File: config.mk
export PLATFORM = sky130hd
export DESIGN_NAME = conv_encoder_puncturer
export DESIGN_NICKNAME = d
export VERILOG_FILES = /design/src/rtl/conv_encoder_puncturer_pkg.sv /design/src/rtl/conv_encoder_puncturer_core.sv /design/src/rtl/conv_encoder_puncturer.sv
export SDC_FILE = /design/constraint.sdc
export NUM_CORES = 1
export LEC_CHECK = 0
export ABC_CLOCK_PERIOD_IN_PS = 2300
export CORE_MARGIN = 5
export CORE_UTILIZATION = 45
export CTS_BUF_LIST = sky130_fd_sc_hd__clkbuf_8
export CTS_CLUSTER_SIZE = 28
export DETAILED_ROUTE_END_ITERATION = 8
export PLACE_DENSITY_LB_ADDON = 0.08
export SYNTH_ARGS = -nofsm -noshare
export SYNTH_HDL_FRONTEND = slang
export SYNTH_SLANG_ARGS = --single-unit
File: constraint.sdc
create_clock -name Clk -period 2.3 [get_ports Clk]
set_input_delay 0.46 -clock Clk [delete_from_list [all_inputs] [get_ports Clk]]
set_output_delay 0.46 -clock Clk [all_outputs]
set_load 0.02 [all_outputs]
File: src/rtl/conv_encoder_puncturer_pkg.sv
// Shared constants and puncture-table helpers for the K=7 convolutional encoder/puncturer.
package conv_encoder_puncturer_pkg;

  localparam logic [1:0] RATE_1_2 = 2'b00;
  localparam logic [1:0] RATE_2_3 = 2'b01;
  localparam logic [1:0] RATE_3_4 = 2'b10;

  // Bit 6 multiplies the incoming bit, bit 5 the newest delay stage, bit 0 the oldest.
  localparam logic [6:0] G0 = 7'b1011011;
  localparam logic [6:0] G1 = 7'b1111001;

  localparam int TAIL_LEN = 6;

  typedef enum logic [1:0] {
    KEEP_AB,
    KEEP_A,
    KEEP_B
  } keep_e;

  function automatic keep_e puncture(input logic [1:0] rate, input logic [1:0] phase);
    keep_e k;
    k = KEEP_AB;
    if ((rate == RATE_2_3) && (phase == 2'd1)) k = KEEP_A;
    if ((rate == RATE_3_4) && (phase == 2'd1)) k = KEEP_A;
    if ((rate == RATE_3_4) && (phase == 2'd2)) k = KEEP_B;
    return k;
  endfunction

  // Rate code 11 falls into the default arm and behaves as rate 1/2.
  function automatic logic [1:0] advance_phase(input logic [1:0] rate, input logic [1:0] phase);
    logic [1:0] p;
    case (rate)
      RATE_2_3: p = (phase == 2'd1) ? 2'd0 : 2'd1;
      RATE_3_4: p = (phase == 2'd2) ? 2'd0 : phase + 2'd1;
      default:  p = 2'd0;
    endcase
    return p;
  endfunction

endpackage

File: src/rtl/conv_encoder_puncturer_core.sv
// Mother-code core: 6-stage shift register and the two generator parities, with frame-start clear.
module conv_enc_core
  import conv_encoder_puncturer_pkg::*;
#(
  parameter int K = 7
) (
  input  logic clk,
  input  logic reset_n,
  input  logic fire,
  input  logic data,
  input  logic start,
  output logic a,
  output logic b
);

  logic [K-2:0] sreg_q;
  logic [K-2:0] sreg_d;
  logic [K-2:0] state;

  // A start bit is encoded as if the register already held zeros.
  assign state = start ? '0 : sreg_q;
  assign a     = ^({data, state} & G0);
  assign b     = ^({data, state} & G1);

  always_comb begin
    sreg_d = sreg_q;
    if (fire) sreg_d = {data, state[K-2:1]};
  end

  always_ff @(posedge clk) begin
    if (!reset_n) sreg_q <= '0;
    else          sreg_q <= sreg_d;
  end

endmodule

File: src/rtl/conv_encoder_puncturer.sv
// Convolutional encoder + puncturer (rates 1/2, 2/3, 3/4) with valid/ready on both sides.
// Define CONVENC_AUTO_TAIL_EN to append six internally generated zero tail bits after In_Last.
module conv_encoder_puncturer
  import conv_encoder_puncturer_pkg::*;
#(
  parameter int RATE_W = 2,
  parameter int K      = 7
) (
  input  logic              Clk,
  input  logic              Reset,
  input  logic              Data,
  input  logic              In_Valid,
  input  logic              In_Start,
  input  logic              In_Last,
  input  logic [RATE_W-1:0] Rate,
  output logic              In_Ready,
  output logic              Out,
  output logic              Out_Valid,
  input  logic              Out_Ready,
  output logic              Out_Last
);

  logic       room, in_fire, out_fire;
  logic       enc_fire, enc_data, enc_start, enc_last;
  logic       enc_a, enc_b;
  logic [1:0] rate_q, rate_d, phase_q, phase_d;
  logic [1:0] cnt_q, cnt_d, buf_q, buf_d, last_q, last_d;
  logic [1:0] use_rate, use_phase;
  keep_e      keep;

  // A new symbol may load when the buffer is empty or its final bit leaves this cycle.
  assign room     = (cnt_q == 2'd0) | ((cnt_q == 2'd1) & Out_Ready);
  assign out_fire = Out_Valid & Out_Ready;

`ifdef CONVENC_AUTO_TAIL_EN
  logic [2:0] tail_q, tail_d;

  assign In_Ready  = room & (tail_q == 3'd0);
  assign in_fire   = In_Valid & In_Ready;
  assign enc_fire  = in_fire | (room & (tail_q != 3'd0));
  assign enc_data  = in_fire & Data;
  assign enc_start = in_fire & In_Start;
  assign enc_last  = (tail_q == 3'd1);

  always_comb begin
    tail_d = tail_q;
    if (in_fire && In_Last)             tail_d = 3'(TAIL_LEN);
    else if (enc_fire && tail_q != 3'd0) tail_d = tail_q - 3'd1;
  end

  always_ff @(posedge Clk) begin
    if (!Reset) tail_q <= 3'd0;
    else        tail_q <= tail_d;
  end
`else
  assign In_Ready  = room;
  assign in_fire   = In_Valid & In_Ready;
  assign enc_fire  = in_fire;
  assign enc_data  = Data;
  assign enc_start = in_fire & In_Start;
  assign enc_last  = In_Last;
`endif

  conv_enc_core #(.K(K)) u_core (
    .clk     (Clk),
    .reset_n (Reset),
    .fire    (enc_fire),
    .data    (enc_data),
    .start   (enc_start),
    .a       (enc_a),
    .b       (enc_b)
  );

  // Buffer slot 0 is the head; a load replaces whatever the shift would leave.
  always_comb begin
    use_rate  = enc_start ? Rate : rate_q;
    use_phase = enc_start ? 2'd0 : phase_q;
    keep      = puncture(use_rate, use_phase);
    rate_d    = rate_q;
    phase_d   = phase_q;
    cnt_d     = cnt_q;
    buf_d     = buf_q;
    last_d    = last_q;
    if (out_fire) begin
      buf_d  = {1'b0, buf_q[1]};
      last_d = {1'b0, last_q[1]};
      cnt_d  = cnt_q - 2'd1;
    end
    if (enc_fire) begin
      rate_d  = use_rate;
      phase_d = advance_phase(use_rate, use_phase);
      case (keep)
        KEEP_A: begin
          buf_d  = {1'b0, enc_a};
          last_d = {1'b0, enc_last};
          cnt_d  = 2'd1;
        end
        KEEP_B: begin
          buf_d  = {1'b0, enc_b};
          last_d = {1'b0, enc_last};
          cnt_d  = 2'd1;
        end
        default: begin
          buf_d  = {enc_b, enc_a};
          last_d = {enc_last, 1'b0};
          cnt_d  = 2'd2;
        end
      endcase
    end
  end

  always_ff @(posedge Clk) begin
    if (!Reset) begin
      rate_q  <= 2'b00;
      phase_q <= 2'd0;
      cnt_q   <= 2'd0;
      buf_q   <= 2'b00;
      last_q  <= 2'b00;
    end else begin
      rate_q  <= rate_d;
      phase_q <= phase_d;
      cnt_q   <= cnt_d;
      buf_q   <= buf_d;
      last_q  <= last_d;
    end
  end

  assign Out       = buf_q[0];
  assign Out_Valid = (cnt_q != 2'd0);
  assign Out_Last  = last_q[0];

endmodule

==> results.md, run 1 <==
- Result of the run: finished with violations
- Violated checks: setup timing
- Number of distinct library cells after synthesis: 39
- Gate count after technology mapping: 106
- Post-layout power: 0.9649 mW
- Routed Wire Length: between 2000 and 2500 um
- Via count of the first global-routing pass: between 800 and 900
- Post-detailed-route wirelength per cell: 13.65 um
- Final WS setup: -0.01291 ns
- ANT nets after route: 0
- Ratio of final minimum period to clock period: 100.6%
- Final core utilization: 70.69%
- Clock tree from TritonCTS: yes
- Headroom to the max-slew limit: 78.34%
- Number of top-level pins: 13
- Setup repair after global routing missed its margin: yes
- Global-route wire length before repair: 3905 um
- Max-slew violation count: 0
- Highest attainable clock frequency: 432.4 MHz
- Die ar.: 0.003170 mm^2
- Total GRT Usage: approximately 15%
- Cell area after synthesis: 964.7 um^2
- Post-route design area: between 0.001 and 0.0015 mm^2
- Measured slew at the worst slew-check pin: 0.3243 ns
- Worst Path Arrival: 2.44 ns
- Post-synthesis area per instance: roughly 9.1 um^2
- Number of storage elements in the synthesis netlist: 16
- Leading post-synthesis cells by cell area: sky130_fd_sc_hd__dfxtp_1 (33%), sky130_fd_sc_hd__a21boi_1 (7.8%), sky130_fd_sc_hd__ha_1 (5.2%)
- Placed standard-cell area: 0.001219 mm^2
- Die span in y: about 56 um
- Port Buffer Count: 12
- Most instantiated cells after synthesis: sky130_fd_sc_hd__dfxtp_1 (16), sky130_fd_sc_hd__nand2_1 (13), sky130_fd_sc_hd__a21boi_1 (10), sky130_fd_sc_hd__inv_1 (6)
- Hold-fix buffer count after cts: 0
- Global placer's final weighted congestion: 0.7436
- First-pass detailed-route iteration total: 4
- Maximum number of pins on one net before global-route repair: 16
- Maximum fanout count along the critical path: 4
- Warnings, synthesis: 0
- N_diodes: 0
- Proportion of synthesized flip-flops having asynchronous set or reset: 0%
- Worst EP required: 2.43 ns
- Starting density of the core: about 48%
- Number of max-cap violations: 0
- Clock network latency to the later pin of the worst-skew pair: 0.25 ns
- Tightest Hold Check Type: reg2reg
- Final clock skew: ~0.0034 ns
- Post-layout min period: 2.313 ns
- Sequential fraction of the synthesis area: 33.20%
- Max Buffers Root-to-Sink: 2
- Clock sink total: 16
- Crit start category: register
- H-tree lvl count: 1
- Root buffer cell: sky130_fd_sc_hd__clkbuf_8
- Site row count: 16
- Final Hold Viols: 0
- Number of remaining DRC errors: 0
- Initial detailed-routing violation count: 28
- Area of the core: 0.002002 mm^2
- Most used flip-flop cell after synthesis: sky130_fd_sc_hd__dfxtp_1
- Syn Nets: 119
- Number of buffers added by the clock tree synthesis step: 3
- Largest vdd supply drop: 0.3900 mV
- Vias: 858
- Initial antenna violation count: 0
- Largest area contributor in the netlist: sky130_fd_sc_hd__dfxtp_1
- Category of the most critical setup path: reg2reg
- Power per cell area: 681.8 mW/mm^2
- Final setup violation count: 1
- Die W: 56.30 um
- Yosys top cell area share: 33.20%
- Area growth from synthesis to layout: 46.69%
- CTS clock-pin slew for the worst setup and hold paths: approximately 0.07 ns
- Nets: 149
- Routed vias/inst: 5.296
- Total gr overflow: 0
- Post-DP HPWL: around 1500 um
- Share of layout cells above drive strength 1: 37.78%
- Number of flops mapped to enable cells by yosys: 0
- Crit path capture type: register
- Most common cell in the netlist: sky130_fd_sc_hd__dfxtp_1
- P_leak: approximately 0.55 nW
## critical path, cell delays in order, from the launching register on
cell and delay [ns]:
sky130_fd_sc_hd__dfxtp_2 0.33, sky130_fd_sc_hd__inv_2 0.06, sky130_fd_sc_hd__ha_4 0.15, sky130_fd_sc_hd__a21o_4 0.20
sky130_fd_sc_hd__and2_4 0.14, sky130_fd_sc_hd__nand2_4 0.09, sky130_fd_sc_hd__mux2i_4 0.31, sky130_fd_sc_hd__ha_4 0.21
sky130_fd_sc_hd__nand3b_4 0.10, sky130_fd_sc_hd__nand2_2 0.08, sky130_fd_sc_hd__nor3_2 0.04, sky130_fd_sc_hd__a2111oi_2 0.38
sky130_fd_sc_hd__o21bai_2 0.11
## layer usage
metal / up-vias / global-route usage, % / share of wire [%] / routed length [um]
met4: 0 / 5.085 / 0 / 0
met3: 0 / 2.982 / 5.0 / 111
met2: 27 / 24.54 / 44 / 972
met1: 403 / 19.97 / 51 / 1127
li1: 428 / - / - / -
met5: - / 0 / 0 / 0
## cell usage in the layout, fill, tap and decap left out, types with 2 or more instances in the layout
master and instances:
sky130_fd_sc_hd__nand2_1 11, sky130_fd_sc_hd__nor2b_1 4, sky130_fd_sc_hd__clkbuf_8 4, sky130_fd_sc_hd__a21boi_1 10, sky130_fd_sc_hd__a21oi_1 4, sky130_fd_sc_hd__dfxtp_1 14
sky130_fd_sc_hd__nand3b_1 5, sky130_fd_sc_hd__mux2i_4 3, sky130_fd_sc_hd__nor3_2 2, sky130_fd_sc_hd__buf_4 18, sky130_fd_sc_hd__nand2_2 2, sky130_fd_sc_hd__clkdlybuf4s50_1 11
sky130_fd_sc_hd__nor3_1 2, sky130_fd_sc_hd__xnor2_1 4, sky130_fd_sc_hd__inv_2 4, sky130_fd_sc_hd__inv_1 2, sky130_fd_sc_hd__ha_4 4, sky130_fd_sc_hd__o21ai_0 2
## state kept, by name, summed over array words and instances, names as in the netlist
name / flops
rate_q: 2
last_q: 2
buf_q: 2
cnt_q: 2
u_core.sreg_q: 6
phase_q: 2
## kinds of logic (layout without fill, tap and decap cells)
family,Yosys count,after routing,share of synthesized area [%]
buffers and inverters,11,40,5.447
adders and majority gates,4,4,5.188
AOI/OAI and AO/OA,26,26,19.71
muxes,4,4,5.577
DFF,16,16,33.20
and+or+nand+nor,38,38,22.31
xor gates and xnor gates,7,7,8.560
## area by class of cell
class	instances	area, um^2
timing repair buffer	30	254.0
inverter	6	22.52
sequential	16	325.3
tap	27	33.78
fill	167	586.8
clock buffer	4	55.05
multi-input combinational	79	724.4
## worst paths after layout
kind / end / from / cells past startpoint / slack [ns]
setup / recovery: buf_q[0] / cnt_q[1] / 12 / -0.01
hold / removal: u_core.sreg_q[2] / u_core.sreg_q[2] / 2 / 0.45
setup reg to reg: buf_q[0] / cnt_q[1] / 12 / -0.01
hold reg to reg: u_core.sreg_q[2] / u_core.sreg_q[2] / 2 / 0.45
## stage by stage
stage | hold slack (ns) | TNS [ns] | setup slack, ns | instances
2_1_floorplan | 0.4308 | 0 | 0.003605 | 106
3_3_place_gp | 0.4420 | -1.985 | -0.3336 | 152
3_5_place_dp | 0.4435 | -2.193 | -0.3704 | 152
4_1_cts | 0.4527 | 0 | 0.002222 | 159
5_1_grt | 0.4703 | -0.5846 | -0.1251 | 162
6_report | 0.4522 | -0.01291 | -0.01291 | 162
## power by group
| part | leakage (nW) | switching (mW) | internal (mW) |
|---|---|---|---|
| Sequential | 0.131 | 0.0181 | 0.303 |
| Combinational | 0.395 | 0.187 | 0.206 |
| Clock | 0.0288 | 0.0987 | 0.152 |
## timing repair
item,4_1_cts,5_1_grt
pin swaps,2,8
setup buffers,3,3
resized for setup,9,13
setup endpoints to repair,6,6
(Power assumes the default switching activity.)
==> inputs of run 2 (changes only) <==
CELL_PAD_IN_SITES_DETAIL_PLACEMENT = 1   (was not set)
CELL_PAD_IN_SITES_GLOBAL_PLACEMENT = 1   (was not set)
CORE_UTILIZATION = 38   (was 45)
==> run 2 against run 1 <==
  * The run still ends with setup timing left
  * Combinational power increased by 4%
  * Count of clock-buffer cells in the layout decreased by 1
  * First-iteration DRC count increased by 7.1%
  * Clock power decreased by 14%
  * Sequential share of layout area decreased by 0.30 points
  * Utilization decreased by 12 points
  * Worst setup slack got worse by 0.024 ns
  * Critical endpoint is now last_q[1]
  * Largest cell class unchanged
==> results.md, run 2 (synthesis results as in run 1) <==
- Site row count: 18 (+2)
- Register containing the most flip-flops in the final layout: u_core.sreg_q
- Result of the run: finished with violations
- Maximum fanout count along the critical path: 3 (-1)
- Routed Wire Length: 2708 um (+22%)
- Final Hold Viols: 0 (unchanged)
- Nets: 149 (unchanged)
- CTS clock-pin slew for the worst setup and hold paths: 0.07 ns (about the same)
- Global-route wire length before repair: 4278 um (+9.6%)
- Switching share of power: 33.29% (+1.8 points)
- Die ar.: 0.003646 mm^2 (+15%)
- Die span in y: 60.39 um (+7.3%)
- Final clock skew: 0.004247 ns (+0.0008952 ns)
- Number of max-cap violations: 0 (unchanged)
- Category of the most critical setup path: reg2reg
- Number of remaining DRC errors: 0 (unchanged)
- Maximum number of pins on one net before global-route repair: 16 (unchanged)
- First-pass detailed-route iteration total: 4 (unchanged)
- Post-layout power: 0.9514 mW (-1.4%)
- Headroom to the max-slew limit: 79.44% (+1.1 points)
- Max Buffers Root-to-Sink: 2 (unchanged)
- Number of top-level pins: 13 (unchanged)
- Max-slew violation count: 0 (unchanged)
- Ratio of final minimum period to clock period: 101.6% (+1.1 points)
- Tightest Hold Check Type: reg2reg
- Share of layout cells above drive strength 1: 37.31% (-0.46 points)
- Final core utilization: 58.41% (-12 points)
- Crit start category: register
- Starting density of the core: 39.30% (-8.9 points)
- Power per cell area: 663.5 mW/mm^2 (-2.7%)
- N_diodes: 0 (unchanged)
- ANT nets after route: 0 (unchanged)
- Post-detailed-route wirelength per cell: 16.51 um (+21%)
- H-tree lvl count: 1 (unchanged)
- Final WS setup: -0.03741 ns (-0.02450 ns)
- Final setup violation count: 2 (+1)
- Root buffer cell: sky130_fd_sc_hd__clkbuf_8
- Commonest non-fill, non-tap cells in the layout: sky130_fd_sc_hd__buf_4 (15), sky130_fd_sc_hd__dfxtp_1 (14), sky130_fd_sc_hd__nand2_1 (11), sky130_fd_sc_hd__clkdlybuf4s50_1 (11), sky130_fd_sc_hd__a21boi_1 (10)
- Max FFs per register: 6 (unchanged)
- Violated checks: setup timing
- Total GRT Usage: 15.94% (+0.81 points)
- Worst hold-check slack: 0.4564 ns (+0.004281 ns)
- Non-filler instance count after layout: 164 (+1.2%)
- Clock tree from TritonCTS: yes
- Number of buffers added by the clock tree synthesis step: 3 (unchanged)
- Crit path capture type: register
- Cell count after placement: 156 (+2.6%)
- Area growth from synthesis to layout: 48.64%
- Area of the core: 0.002455 mm^2 (+23%)
- Via count of the first global-routing pass: 900 (+6.4%)
- Share of power burned in combinational logic: 43.1% (+2.4 points)
- Highest attainable clock frequency: 427.8 MHz (-1.0%)
- Worst EP required: 2.43 ns (about the same)
- Total gr overflow: 0 (unchanged)
- Initial antenna violation count: 0 (unchanged)
- Post-layout min period: 2.337 ns (+0.02450 ns)
- Vias: 862 (+0.47%)
- Most frequent standard cell in the layout excluding fill and tap cells: sky130_fd_sc_hd__buf_4
- Clock sink total: 16 (unchanged)
- Die W: 60.39 um (+7.3%)
- Proportion of power drawn by the clock network: 22.7% (-3.3 points)
- Clock network latency to the later pin of the worst-skew pair: 0.25 ns (about the same)
- Switching Power: 0.3167 mW (+4.2%)
- Setup repair after global routing missed its margin: yes
- Initial detailed-routing violation count: 30 (+7.1%)
- Post-DP HPWL: 1766 um (+19%)
- Share of power burned in registers: 34.2% (+0.9 points)
- P_leak: 0.5655 nW (+1.9%)
- Aggregate negative setup slack: -0.07286 ns (-0.05995 ns)
- Global placer's final weighted congestion: 0.6702 (-9.9%)
- Largest vdd supply drop: 0.3960 mV (+1.5%)
- Internal power: 0.6347 mW (-4.0%)
- Port Buffer Count: 12 (unchanged)
- Measured slew at the worst slew-check pin: 0.3051 ns (-0.01917 ns)
- Worst Path Arrival: 2.47 ns (+0.03 ns)
- Routed vias/inst: 5.256 (-0.76%)
run 2: area by class of cell:
class                           instances  area [um^2]
Fill cell                             281         1021
Sequential cell                        16        325.3
Tap cell                               30        37.54
Multi-Input combinational cell         79        739.5
Timing Repair Buffer                   30        265.3
Clock buffer                            3        41.29
Inverter                                6        25.02
run 2: path summary, 6_finish.rpt:
kind	startpoint	to	slack (ns)	cells past startpoint
setup / recovery	cnt_q[0]	last_q[1]	-0.04	13
setup reg to reg	cnt_q[0]	last_q[1]	-0.04	13
hold / removal	u_core.sreg_q[2]	u_core.sreg_q[2]	0.46	2
hold reg to reg	u_core.sreg_q[2]	u_core.sreg_q[2]	0.46	2
run 2: critical path, stage by stage (launching register included):
cell and delay (ns):
sky130_fd_sc_hd__dfxtp_4 0.37, sky130_fd_sc_hd__inv_2 0.05, sky130_fd_sc_hd__ha_4 0.16, sky130_fd_sc_hd__a21o_4 0.18
sky130_fd_sc_hd__and2_4 0.15, sky130_fd_sc_hd__nand2_4 0.09, sky130_fd_sc_hd__mux2i_4 0.25, sky130_fd_sc_hd__buf_6 0.13
sky130_fd_sc_hd__ha_4 0.14, sky130_fd_sc_hd__o21ai_2 0.07, sky130_fd_sc_hd__o21a_4 0.24, sky130_fd_sc_hd__buf_6 0.12
sky130_fd_sc_hd__o211ai_1 0.17, sky130_fd_sc_hd__a21boi_1 0.09
run 2: what timing repair did:
| action | 4_1_cts | 5_1_grt |
|---|---|---|
| endpoints found under the setup margin | 6 | 6 |
| buffers inserted | 1 | 4 |
| gates resized for setup | 10 | 18 |
| hold buffers | 0 | 0 |
| pin swaps | 7 | 9 |
| endpoints found under the hold margin | 0 | 0 |
run 2: power groups by stage:
stage	clock network [mW]	registers [mW]	logic, mW
after floorplan	0	0.329	0.210
after global placement	0	0.324	0.336
after detailed placement	0	0.325	0.344
after CTS	0.223	0.320	0.356
after global routing	0.232	0.328	0.444
final	0.216	0.325	0.410
run 2: stage by stage:
stage,setup slack [ns],cell area [um^2]
floorplan,0.003605,1005
global placement,-0.3194,1230
detailed placement,-0.4102,1230
CTS,-0.02133,1313
global route,-0.1478,1434
finish,-0.03741,1434
run 2: per-layer routing:
layer	global-route usage, %	share of wire [%]	up-vias
met1	18.99	43	419
met2	28.24	52	15
met4	5.696	1.2	0
li1	-	-	424
met3	3.191	4.0	4
met5	0	0	-
==> inputs of run 3 (changes only) <==
SETUP_SLACK_MARGIN = 0.5   (was not set)
==> run 3 against run 2 <==
  * The flow now finishes without violations
  * Die area unchanged
  * Critical endpoint is now buf_q[0]
  * Routed wire length is 5.2% lower
  * Via count is 2.3% higher
  * Non-clock buffer count rose by 2
  * Final area fell by 2.1%
  * Global-route usage increased by 0.53 points
  * Worst hold slack worse by 0.0030 ns
  * Register-to-register slack gained 0.05 ns
  * Combinational power fell by 3%
  * Count of clock-buffer cells in the layout unchanged
  * Critical path depth stayed put
  * Critical path type unchanged
  * Worst setup slack improved by 0.050 ns
==> results.md, run 3 (synthesis results as in run 1) <==
- Result of the run: finished, final reports clean
- Port Buffer Count: 12 (unchanged)
- Area of the core: 0.002455 mm^2 (unchanged)
- Die ar.: 0.003646 mm^2 (unchanged)
- Clock network latency to the later pin of the worst-skew pair: 0.25 ns (about the same)
- Starting density of the core: 39.30% (unchanged)
- Final core utilization: 57.19% (-1.2 points)
- Crit path capture type: register
- Total GRT Usage: 16.46% (+0.53 points)
- Final WS setup: 0.01299 ns (+0.05040 ns)
- Critical R2R Launch: cnt_q[0]
- Nets: 151 (+1.3%)
- Register containing the most flip-flops in the final layout: u_core.sreg_q
- Worst hold-check slack: 0.4534 ns (-0.003044 ns)
- Placed standard-cell area: 0.001234 mm^2 (+0.30%)
- Crit start category: register
- Number of remaining DRC errors: 0 (unchanged)
- Headroom to the max-slew limit: 75.76% (-3.7 points)
- Total gr overflow: 0 (unchanged)
- Most frequent standard cell in the layout excluding fill and tap cells: sky130_fd_sc_hd__buf_4
- Non-filler instance count after layout: 166 (+1.2%)
- Commonest non-fill, non-tap cells in the layout: sky130_fd_sc_hd__buf_4 (18), sky130_fd_sc_hd__dfxtp_1 (14), sky130_fd_sc_hd__nand2_1 (11), sky130_fd_sc_hd__a21boi_1 (10), sky130_fd_sc_hd__clkdlybuf4s50_1 (9)
- Number of buffers added by the clock tree synthesis step: 3 (unchanged)
- Via count of the first global-routing pass: 956 (+6.2%)
- Worst Path Arrival: 2.42 ns (-0.05 ns)
- Max Buffers Root-to-Sink: 2 (unchanged)
- Final Hold Viols: 0 (unchanged)
- H-tree lvl count: 1 (unchanged)
- Cell count after placement: 155 (-0.64%)
- First-pass detailed-route iteration total: 4 (unchanged)
- Maximum fanout count along the critical path: 4 (+1)
- Highest attainable clock frequency: 437.3 MHz (+2.2%)
- Clock sink total: 16 (unchanged)
- Startpoint of the worst hold path: u_core.sreg_q[2]
- Vias: 882 (+2.3%)
- Area growth from synthesis to layout: 45.53%
- Number of max-cap violations: 0 (unchanged)
- Site row count: 18 (unchanged)
- Filler cell count: 284 (+1.1%)
- Post-route design area: 0.001404 mm^2 (-2.1%)
- Die span in y: 60.39 um (unchanged)
- Max FFs per register: 6 (unchanged)
- Tightest Hold Check Type: reg2reg
- Die W: 60.39 um (unchanged)
- Ratio of final minimum period to clock period: 99.44% (-2.2 points)
- Maximum number of pins on one net before global-route repair: 16 (unchanged)
- Hold-fix buffer count after cts: 0 (unchanged)
- Initial detailed-routing violation count: 7 (-77%)
- Max-slew violation count: 0 (unchanged)
- Setup repair after global routing missed its margin: yes
- Aggregate negative setup slack: 0 ns (+0.07286 ns)
- P_leak: 0.5623 nW (-0.57%)
- Final setup violation count: 0 (-2)
- Hold Path Stages: 2 (unchanged)
- Global placer's final weighted congestion: 0.7277 (+8.6%)
- Routed Wire Length: 2566 um (-5.2%)
- Clock tree from TritonCTS: yes
- Largest vdd supply drop: 0.5003 mV (+26%)
- Category of the most critical setup path: reg2reg
- Share of layout cells above drive strength 1: 37.50% (+0.19 points)
- Post-DP HPWL: 1779 um (+0.75%)
- Final clock skew: 0.001697 ns (-0.002550 ns)
- Power per cell area: 664.8 mW/mm^2 (+0.19%)
- Launching instance or port of the critical path: cnt_q[0]
- Post-place setup slack: -0.3998 ns (+0.01044 ns)
- Global-route wire length before repair: 4416 um (+3.2%)
- N_diodes: 0 (unchanged)
- Worst Reg-to-Reg Cells: 13 (unchanged)
- Post-layout min period: 2.287 ns (-0.05040 ns)
- Worst EP required: 2.43 ns (about the same)
- Routed vias/inst: 5.313 (+1.1%)
- Post-detailed-route wirelength per cell: 15.46 um (-6.4%)
- ANT nets after route: 0 (unchanged)
- Post-layout power: 0.9333 mW (-1.9%)
- CTS clock-pin slew for the worst setup and hold paths: 0.06 ns (about the same)
- Root buffer cell: sky130_fd_sc_hd__clkbuf_8
- Initial antenna violation count: 0 (unchanged)
- Number of top-level pins: 13 (unchanged)
- Measured slew at the worst slew-check pin: 0.3598 ns (+0.05465 ns)
==> run 3: per-layer routing <==
| metal | wire (um) | global-route usage, % |
|---|---|---|
| met1 | 1087 | 18.86 |
| met2 | 1266 | 29.63 |
| met3 | 156 | 4.468 |
| met4 | 55 | 5.063 |
| met5 | 0 | 0 |
==> run 3: where the power goes <==
group | total, mW | leakage [nW] | internal [mW] | switching (mW)
registers | 0.325 | 0.131 | 0.304 | 0.0215
logic | 0.398 | 0.409 | 0.208 | 0.189
clock network | 0.211 | 0.0216 | 0.116 | 0.0946
==> run 3: critical path: stages, from the launching register on <==
cell and delay, ns:
sky130_fd_sc_hd__dfxtp_4 0.38, sky130_fd_sc_hd__inv_4 0.04, sky130_fd_sc_hd__ha_4 0.15, sky130_fd_sc_hd__a21o_4 0.18
sky130_fd_sc_hd__and2_4 0.15, sky130_fd_sc_hd__nand2_4 0.09, sky130_fd_sc_hd__mux2i_4 0.25, sky130_fd_sc_hd__buf_6 0.14
sky130_fd_sc_hd__ha_4 0.16, sky130_fd_sc_hd__nand3b_4 0.10, sky130_fd_sc_hd__nand2_2 0.07, sky130_fd_sc_hd__nor3_1 0.05
sky130_fd_sc_hd__a2111oi_2 0.33, sky130_fd_sc_hd__o21bai_2 0.08
==> run 3: timing repair <==
action	CTS	global route
cloned	0	0
buffers inserted	8	0
resized for setup	23	2
pin swaps	13	5
endpoints found under the setup margin	10	8
==> run 3: area by class of cell <==
class | count | area, um^2 | area share, %
Sequential cell | 16 | 325.3 | 23.17
Multi-Input combinational cell | 79 | 705.7 | 50.27
Inverter | 6 | 27.53 | 1.961
Timing Repair Buffer | 32 | 266.5 | 18.98
Tap cell | 30 | 37.54 | 2.674
Clock buffer | 3 | 41.29 | 2.941
==> run 3: path summary, 6_finish.rpt <==
| check | slack, ns | to |
|---|---|---|
| worst max-delay path | 0.01 | buf_q[0] |
| worst min-delay path | 0.45 | u_core.sreg_q[2] |
| worst max register to register | 0.01 | buf_q[0] |
| worst min register to register | 0.45 | u_core.sreg_q[2] |
